[src/rtl/vga_scene_renderer.sv]
// VGA raster timing plus a Flappy-style scene renderer (bird, pipes, sky).
// Scene inputs are latched once per frame at the start of vertical blanking.
module vga_scene_renderer #(
  parameter int H_ACTIVE   = 640,
  parameter int H_FP       = 16,
  parameter int H_SYNC     = 96,
  parameter int H_BP       = 48,
  parameter int V_ACTIVE   = 480,
  parameter int V_FP       = 10,
  parameter int V_SYNC     = 2,
  parameter int V_BP       = 33,
  parameter int PIX_DIV    = 4,
  parameter int NUM_PIPES  = 3,
  parameter int PIPE_W     = 52,
  parameter int GAP_H      = 100,
  parameter int BIRD_SIZE  = 16,
  parameter int COLOR_BITS = 4
) (
  input  logic                    ClkPort,
  input  logic                    reset,
  input  logic [9:0]              bird_x,
  input  logic [9:0]              bird_y,
  input  logic [10*NUM_PIPES-1:0] pipe_x,
  input  logic [10*NUM_PIPES-1:0] pipe_gap_y,
  input  logic [NUM_PIPES-1:0]    pipe_en,
  output logic                    vga_h_sync,
  output logic                    vga_v_sync,
  output logic [COLOR_BITS-1:0]   vga_r,
  output logic [COLOR_BITS-1:0]   vga_g,
  output logic [COLOR_BITS-1:0]   vga_b,
  output logic                    frame_tick,
  output logic [9:0]              CounterX,
  output logic [9:0]              CounterY
);

  localparam int H_TOTAL = H_ACTIVE + H_FP + H_SYNC + H_BP;
  localparam int V_TOTAL = V_ACTIVE + V_FP + V_SYNC + V_BP;
  localparam int DIV_W   = (PIX_DIV > 1) ? $clog2(PIX_DIV) : 1;

  localparam logic [9:0] H_LAST     = 10'(H_TOTAL - 1);
  localparam logic [9:0] V_LAST     = 10'(V_TOTAL - 1);
  localparam logic [9:0] V_PRE_BLK  = 10'(V_ACTIVE - 1);
  localparam logic [9:0] H_ACT_END  = 10'(H_ACTIVE);
  localparam logic [9:0] V_ACT_END  = 10'(V_ACTIVE);
  localparam logic [9:0] HS_START   = 10'(H_ACTIVE + H_FP);
  localparam logic [9:0] HS_END     = 10'(H_ACTIVE + H_FP + H_SYNC - 1);
  localparam logic [9:0] VS_START   = 10'(V_ACTIVE + V_FP);
  localparam logic [9:0] VS_END     = 10'(V_ACTIVE + V_FP + V_SYNC - 1);

  localparam logic [COLOR_BITS-1:0] C_MAX  = {COLOR_BITS{1'b1}};
  localparam logic [COLOR_BITS-1:0] C_HALF = C_MAX >> 1;
  localparam logic [COLOR_BITS-1:0] C_ZERO = '0;

  logic [DIV_W-1:0]        divider;
  logic                    pixCe;
  logic                    lineEnd;
  logic                    frameStart;

  logic [9:0]              birdXS;
  logic [9:0]              birdYS;
  logic [10*NUM_PIPES-1:0] pipeXS;
  logic [10*NUM_PIPES-1:0] pipeGapS;
  logic [NUM_PIPES-1:0]    pipeEnS;

  logic                    birdHit;
  logic                    pipeHit;
  logic                    activeArea;
  logic                    hSyncRaw;
  logic                    vSyncRaw;

  logic                    birdHit_p1;
  logic                    pipeHit_p1;
  logic                    vld_p1;
  logic                    hSync_p1;
  logic                    vSync_p1;

  // Span test with an 11-bit end so objects near column/line 1023 never wrap to 0.
  function automatic logic inSpan(input logic [9:0] pos, input logic [9:0] start,
                                  input int unsigned len);
    logic [10:0] last;
    last = {1'b0, start} + 11'(len) - 11'd1;
    return ({1'b0, pos} >= {1'b0, start}) && ({1'b0, pos} <= last);
  endfunction

  function automatic logic [3*COLOR_BITS-1:0] pickColor(input logic vld, input logic bird,
                                                        input logic pipe);
    if (!vld)      return {C_ZERO, C_ZERO, C_ZERO};
    else if (bird) return {C_MAX, C_MAX, C_ZERO};
    else if (pipe) return {C_ZERO, C_MAX, C_ZERO};
    else           return {C_ZERO, C_HALF, C_MAX};
  endfunction

  assign pixCe      = (divider == DIV_W'(PIX_DIV - 1));
  assign lineEnd    = (CounterX == H_LAST);
  assign frameStart = lineEnd && (CounterY == V_PRE_BLK);

  always_ff @(posedge ClkPort or negedge reset) begin
    if (!reset)     divider <= '0;
    else if (pixCe) divider <= '0;
    else            divider <= divider + DIV_W'(1);
  end

  always_ff @(posedge ClkPort or negedge reset) begin
    if (!reset) begin
      CounterX   <= '0;
      CounterY   <= '0;
      frame_tick <= 1'b0;
    end else begin
      frame_tick <= pixCe && frameStart;
      if (pixCe) begin
        if (lineEnd) begin
          CounterX <= '0;
          CounterY <= (CounterY == V_LAST) ? 10'd0 : CounterY + 10'd1;
        end else begin
          CounterX <= CounterX + 10'd1;
        end
      end
    end
  end

  // Scene shadow: loaded on the edge that enters vertical blanking.
  always_ff @(posedge ClkPort or negedge reset) begin
    if (!reset) begin
      birdXS   <= '0;
      birdYS   <= '0;
      pipeXS   <= '0;
      pipeGapS <= '0;
      pipeEnS  <= '0;
    end else if (pixCe && frameStart) begin
      birdXS   <= bird_x;
      birdYS   <= bird_y;
      pipeXS   <= pipe_x;
      pipeGapS <= pipe_gap_y;
      pipeEnS  <= pipe_en;
    end
  end

  always_comb begin
    birdHit = inSpan(CounterX, birdXS, BIRD_SIZE) && inSpan(CounterY, birdYS, BIRD_SIZE);
    pipeHit = 1'b0;
    for (int i = 0; i < NUM_PIPES; i++) begin
      if (pipeEnS[i] && inSpan(CounterX, pipeXS[10*i +: 10], PIPE_W) &&
          !inSpan(CounterY, pipeGapS[10*i +: 10], GAP_H))
        pipeHit = 1'b1;
    end
    activeArea = (CounterX < H_ACT_END) && (CounterY < V_ACT_END);
    hSyncRaw   = !((CounterX >= HS_START) && (CounterX <= HS_END));
    vSyncRaw   = !((CounterY >= VS_START) && (CounterY <= VS_END));
  end

  // Stage 1: hit tests, display enable and raw syncs.
  always_ff @(posedge ClkPort or negedge reset) begin
    if (!reset) begin
      birdHit_p1 <= 1'b0;
      pipeHit_p1 <= 1'b0;
      vld_p1     <= 1'b0;
      hSync_p1   <= 1'b1;
      vSync_p1   <= 1'b1;
    end else if (pixCe) begin
      birdHit_p1 <= birdHit;
      pipeHit_p1 <= pipeHit;
      vld_p1     <= activeArea;
      hSync_p1   <= hSyncRaw;
      vSync_p1   <= vSyncRaw;
    end
  end

  // Stage 2: colour resolve and sync outputs, kept aligned.
  always_ff @(posedge ClkPort or negedge reset) begin
    if (!reset) begin
      vga_r      <= '0;
      vga_g      <= '0;
      vga_b      <= '0;
      vga_h_sync <= 1'b1;
      vga_v_sync <= 1'b1;
    end else if (pixCe) begin
      {vga_r, vga_g, vga_b} <= pickColor(vld_p1, birdHit_p1, pipeHit_p1);
      vga_h_sync            <= hSync_p1;
      vga_v_sync            <= vSync_p1;
    end
  end

endmodule

[config.mk]
export PLATFORM = sky130hd
export DESIGN_NAME = vga_scene_renderer
export DESIGN_NICKNAME = d
export VERILOG_FILES = /design/src/rtl/vga_scene_renderer.sv
export SDC_FILE = /design/constraint.sdc
export NUM_CORES = 1
export LEC_CHECK = 0
export BUFFER_PORTS_ARGS = -buffer_cell sky130_fd_sc_hd__buf_4
export CORE_ASPECT_RATIO = 1.1
export CORE_MARGIN = 4
export CORE_UTILIZATION = 45
export CTS_BUF_LIST = sky130_fd_sc_hd__clkbuf_16
export DETAILED_ROUTE_END_ITERATION = 8
export PLACE_DENSITY = 0.64
export SYNTH_ARGS = -nofsm -noshare
export SYNTH_HDL_FRONTEND = slang
export SYNTH_SLANG_ARGS = --single-unit
export TNS_END_PERCENT = 30
[constraint.sdc]
create_clock -name ClkPort -period 4.4 [get_ports ClkPort]
set_input_delay 0.44 -clock ClkPort [delete_from_list [all_inputs] [get_ports ClkPort]]
set_output_delay 0.44 -clock ClkPort [all_outputs]
set_load 0.01 [all_outputs]
==> flow_metrics.env <==
export IMPL_wl_per_cell_um=16.9
export IMPL_ys_flop_type="dfrtp_1"
export IMPL_dp_hpwl_mm=17.6
export IMPL_required_ps=4710
export IMPL_syn_avg_cell_area_um2=10.2
export IMPL_utilization_pct=55.0
export IMPL_fin_skew_ps=9.02
export IMPL_finalNetCount=1337
export IMPL_drc=0
export IMPL_crit_chain="inv_1, ha_1, o21ai_0, nand2_1, xnor2_1, ha_1, a21o_1, a21oi_1, or4b_2, and3_1, o311ai_0, o21ai_0, o32a_1"
export IMPL_syn_inst=941
export IMPL_fp_row_count=55
export IMPL_ir_drop_mv=0.236
export IMPL_ctsHoldBuffers=0
export IMPL_grt_pass1_vias=7496
export IMPL_worstPathArrival_ps=3710
export IMPL_viasPerCell=5.38
export IMPL_clk_latency_ps=420
export IMPL_ys_ff_latch=117
export IMPL_numCtsBuffers=17
export IMPL_cts_setup_buffers=0
export IMPL_p_comb_share_pct=14.0
export IMPL_cp_slowest_stage_delay_ps=590
export IMPL_cp_end_kind="flip-flop"
export IMPL_finalHoldViolations=0
export IMPL_grt_overflow=0
export IMPL_synth_seq_area_share_pct=30.5
export IMPL_p_per_area_nw_per_um2=258
export IMPL_drtIter0Drc=218
export IMPL_leakage_nw=5.94
export IMPL_grt_pass1_wl_mm=38.1
export IMPL_slowest_stage="or4b_2"
export IMPL_grt_max_degree=42
export IMPL_io_pins=120
export IMPL_seq_power_share_pct=39.3
export IMPL_async_flop_share_pct=100
export IMPL_clock_sinks=117
export IMPL_synth_compound_area_share_pct=12.2
export IMPL_grt_setup_unrepaired="no"
export IMPL_routabilityCongestion=0.856
export IMPL_synth_xor_area_share_pct=7.02
export IMPL_die_y_um=161
export IMPL_die_w_um=147
export IMPL_path_max_fanout=4
export IMPL_drt_wl_total_mm=23.2
export IMPL_yosys_warnings=0
export IMPL_first_pass_iters=4
export IMPL_syn_area_um2=9610
export IMPL_max_slew_worst_pin_slew_ps=887
export IMPL_clock_path_buffers=2
export IMPL_die_area_um2=23800
export IMPL_dr_total_vias=7401
export IMPL_synth_area_mux_share_pct=12.4
export IMPL_cts_tree="yes"
export IMPL_max_cap_viol_count=0
export IMPL_status="finished, final reports clean"
export IMPL_grtUsageTotal_pct=20.0
export IMPL_fin_area_um2=11400
export IMPL_clockRootBuffer="clkbuf_16"
export IMPL_ant_nets=0
export IMPL_criticalPathCategory="reg2reg"
export IMPL_core_area_um2=20800
export IMPL_layout_area_overhead_vs_synth_pct=19.0
export IMPL_io_buffers=119
export IMPL_cts_repair_resized=0
export IMPL_min_path_type="in2async"
export IMPL_diodes=0
export IMPL_fin_crit_ps=3410
export IMPL_dpl_cell_area_um2=10900
export IMPL_p_int_w=0.00221
export IMPL_reg2regPathDepth=13
export IMPL_synth_top_family_by_area="adder cells"
export IMPL_start_kind="flip-flop"
export IMPL_clk_pin_slew_ps=50
export IMPL_switching_share_pct=25.2
export IMPL_cts_htree_levels=4
export IMPL_antenna_found_initial=0
export IMPL_min_period_over_period_pct=77.5
export IMPL_start_util_pct=46.2
export IMPL_synth_adder_area_share_pct=22.5
export IMPL_synth_nets=1199
export IMPL_netlist_cell_type_count=58
export IMPL_fmax_mhz=293
export IMPL_synth_simple_area_share_pct=9.79
export IMPL_switchingPower_w=0.000744
export IMPL_final_max_slew_viol_count=0
export IMPL_synth_edf_count=0
export IMPL_clockPowerShare_pct=46.7
export IMPL_max_slew_margin_pct=40.3
export IMPL_drive_above_1_share_pct=24.3
export IMPL_tns_ps=0
export IMPL_finalSetupViolCount=0
-- placed cells by master, fill, tap and decap left out, drive strengths merged, types with 7 or more instances in the layout --
cell    count
dfrtp     113
ha        173
nor3       20
a21oi      40
xor2       12
a211oi      7
a31oi      10
a21o       21
clkinv      7
clkbuf     17
o21a       13
nand2      43
xnor2      65
inv       101
nor2       32
o21ai      43
nand4      20
nand3      38
mux2       85
buf       142
-- power by group through the flow --
stage | Sequential, W | Clock (W) | Combinational [W]
after global routing | 0.00117 | 0.00146 | 0.000473
after CTS | 0.00116 | 0.00141 | 0.000418
after global placement | 0.00118 | 0 | 0.000405
after detailed placement | 0.00118 | 0 | 0.000413
final | 0.00116 | 0.00138 | 0.000413
after floorplan | 0.00116 | 0 | 0.000275
-- cell usage after synthesis (2+ instances only) --
master / count / area [um2]
o21ai_0: 43 / 215
a211o_1: 2 / 17.5
dfstp_2: 4 / 105
mux2_4: 59 / 886
o211ai_1: 4 / 30.0
ha_1: 173 / 2160
nor4_1: 4 / 25.0
nand2b_1: 3 / 18.8
nand3b_1: 6 / 45.0
and2_1: 2 / 12.5
a41oi_1: 2 / 17.5
nor2_1: 32 / 120
nor2b_1: 4 / 25.0
inv_1: 98 / 368
buf_2: 3 / 15.0
a31oi_1: 10 / 62.6
clkbuf_1: 5 / 18.8
o32ai_1: 2 / 17.5
mux2_2: 26 / 293
nand2_1: 43 / 161
a21o_1: 21 / 158
nor3_1: 20 / 100
nand4_1: 20 / 125
a221oi_1: 2 / 17.5
or3_1: 3 / 18.8
dfrtp_1: 113 / 2830
o311ai_0: 2 / 17.5
and3_1: 5 / 31.3
xnor2_1: 65 / 569
a2111oi_0: 6 / 52.6
a21oi_1: 40 / 200
buf_6: 7 / 78.8
xor2_1: 12 / 105
o22ai_1: 4 / 25.0
buf_4: 8 / 60.1
o2111ai_1: 6 / 52.6
a21boi_0: 6 / 45.0
o21a_1: 13 / 97.6
nand3_1: 38 / 190
a211oi_1: 7 / 52.6
-- routing by layer --
layer	track usage (%)	vias to the layer above	part of all wire, %	routed length [um]
met5	0	-	0	0
met4	5.97	0	2.0	467
met2	34.0	158	48	11100
li1	-	3674	-	-
met3	3.87	35	4.3	996
met1	25.9	3534	46	10600
-- sequential cells by signal (all words and copies together), names as in the netlist --
name        cells
birdXS         10
pipeHit_p1      1
vga_h_sync      1
vld_p1          1
frame_tick      1
birdHit_p1      1
hSync_p1        1
vga_g           2
CounterY       10
vSync_p1        1
vga_v_sync      1
pipeXS         30
CounterX       10
pipeGapS       30
pipeEnS         3
birdYS         10
divider         2
vga_b           1
vga_r           1
-- per-stage QoR --
stage	power [W]	hold WS (ps)	setup slack, ps	instances
floorplan	0.00144	144	1250	941
global placement	0.00158	413	1030	1345
detailed placement	0.00159	426	1000	1345
CTS	0.00299	18.0	991	1376
global route	0.00310	39.7	698	1376
finish	0.00295	0.232	991	1376
-- final timing paths --
| path | startpoint | to | slack, ps |
|---|---|---|---|
| setup / recovery | pipeGapS[0]$_DFFE_PN0P_ | pipeHit_p1$_DFFE_PN0P_ | 990 |
| hold / removal | reset | pipeXS[22]$_DFFE_PN0P_ | 0.2 |
| setup reg to reg | pipeGapS[0]$_DFFE_PN0P_ | pipeHit_p1$_DFFE_PN0P_ | 990 |
| hold reg to reg | divider[0]$_DFF_PN0_ | divider[0]$_DFF_PN0_ | 430 |
| max in group asynchronous | reset | pipeGapS[23]$_DFFE_PN0P_ | 3460 |
| min in group ClkPort | pipe_en[0] | pipeEnS[0]$_DFFE_PN0P_ | 250 |
-- logic make-up after synthesis --
family                   count (synthesis)
AO/OA/AOI/OAI                          180
AND/OR/NAND/NOR                        187
adder cells (fa/ha/maj)                173
XOR/XNOR                                77
multiplexers                            86
flip-flops                             117
buffers and inverters                  121
-- area by class of cell --
class | instances | area [um2]
Clock buffer | 17 | 425
Multi-Input combinational cell | 703 | 6140
Timing Repair Buffer | 142 | 1070
Fill cell | 1894 | 9350
Tap cell | 285 | 357
Clock inverter | 14 | 146
Inverter | 98 | 368
Sequential cell | 117 | 2930
-- critical path: cells and delay by family (launching register included) --
kind,cells,cell delay (ps)
compound gates,6,1330
buf+inv,1,90
fa+ha+maj,2,530
flops,1,380
xor+xnor,1,130
simple gates,3,850
(Power assumes the default switching activity.)
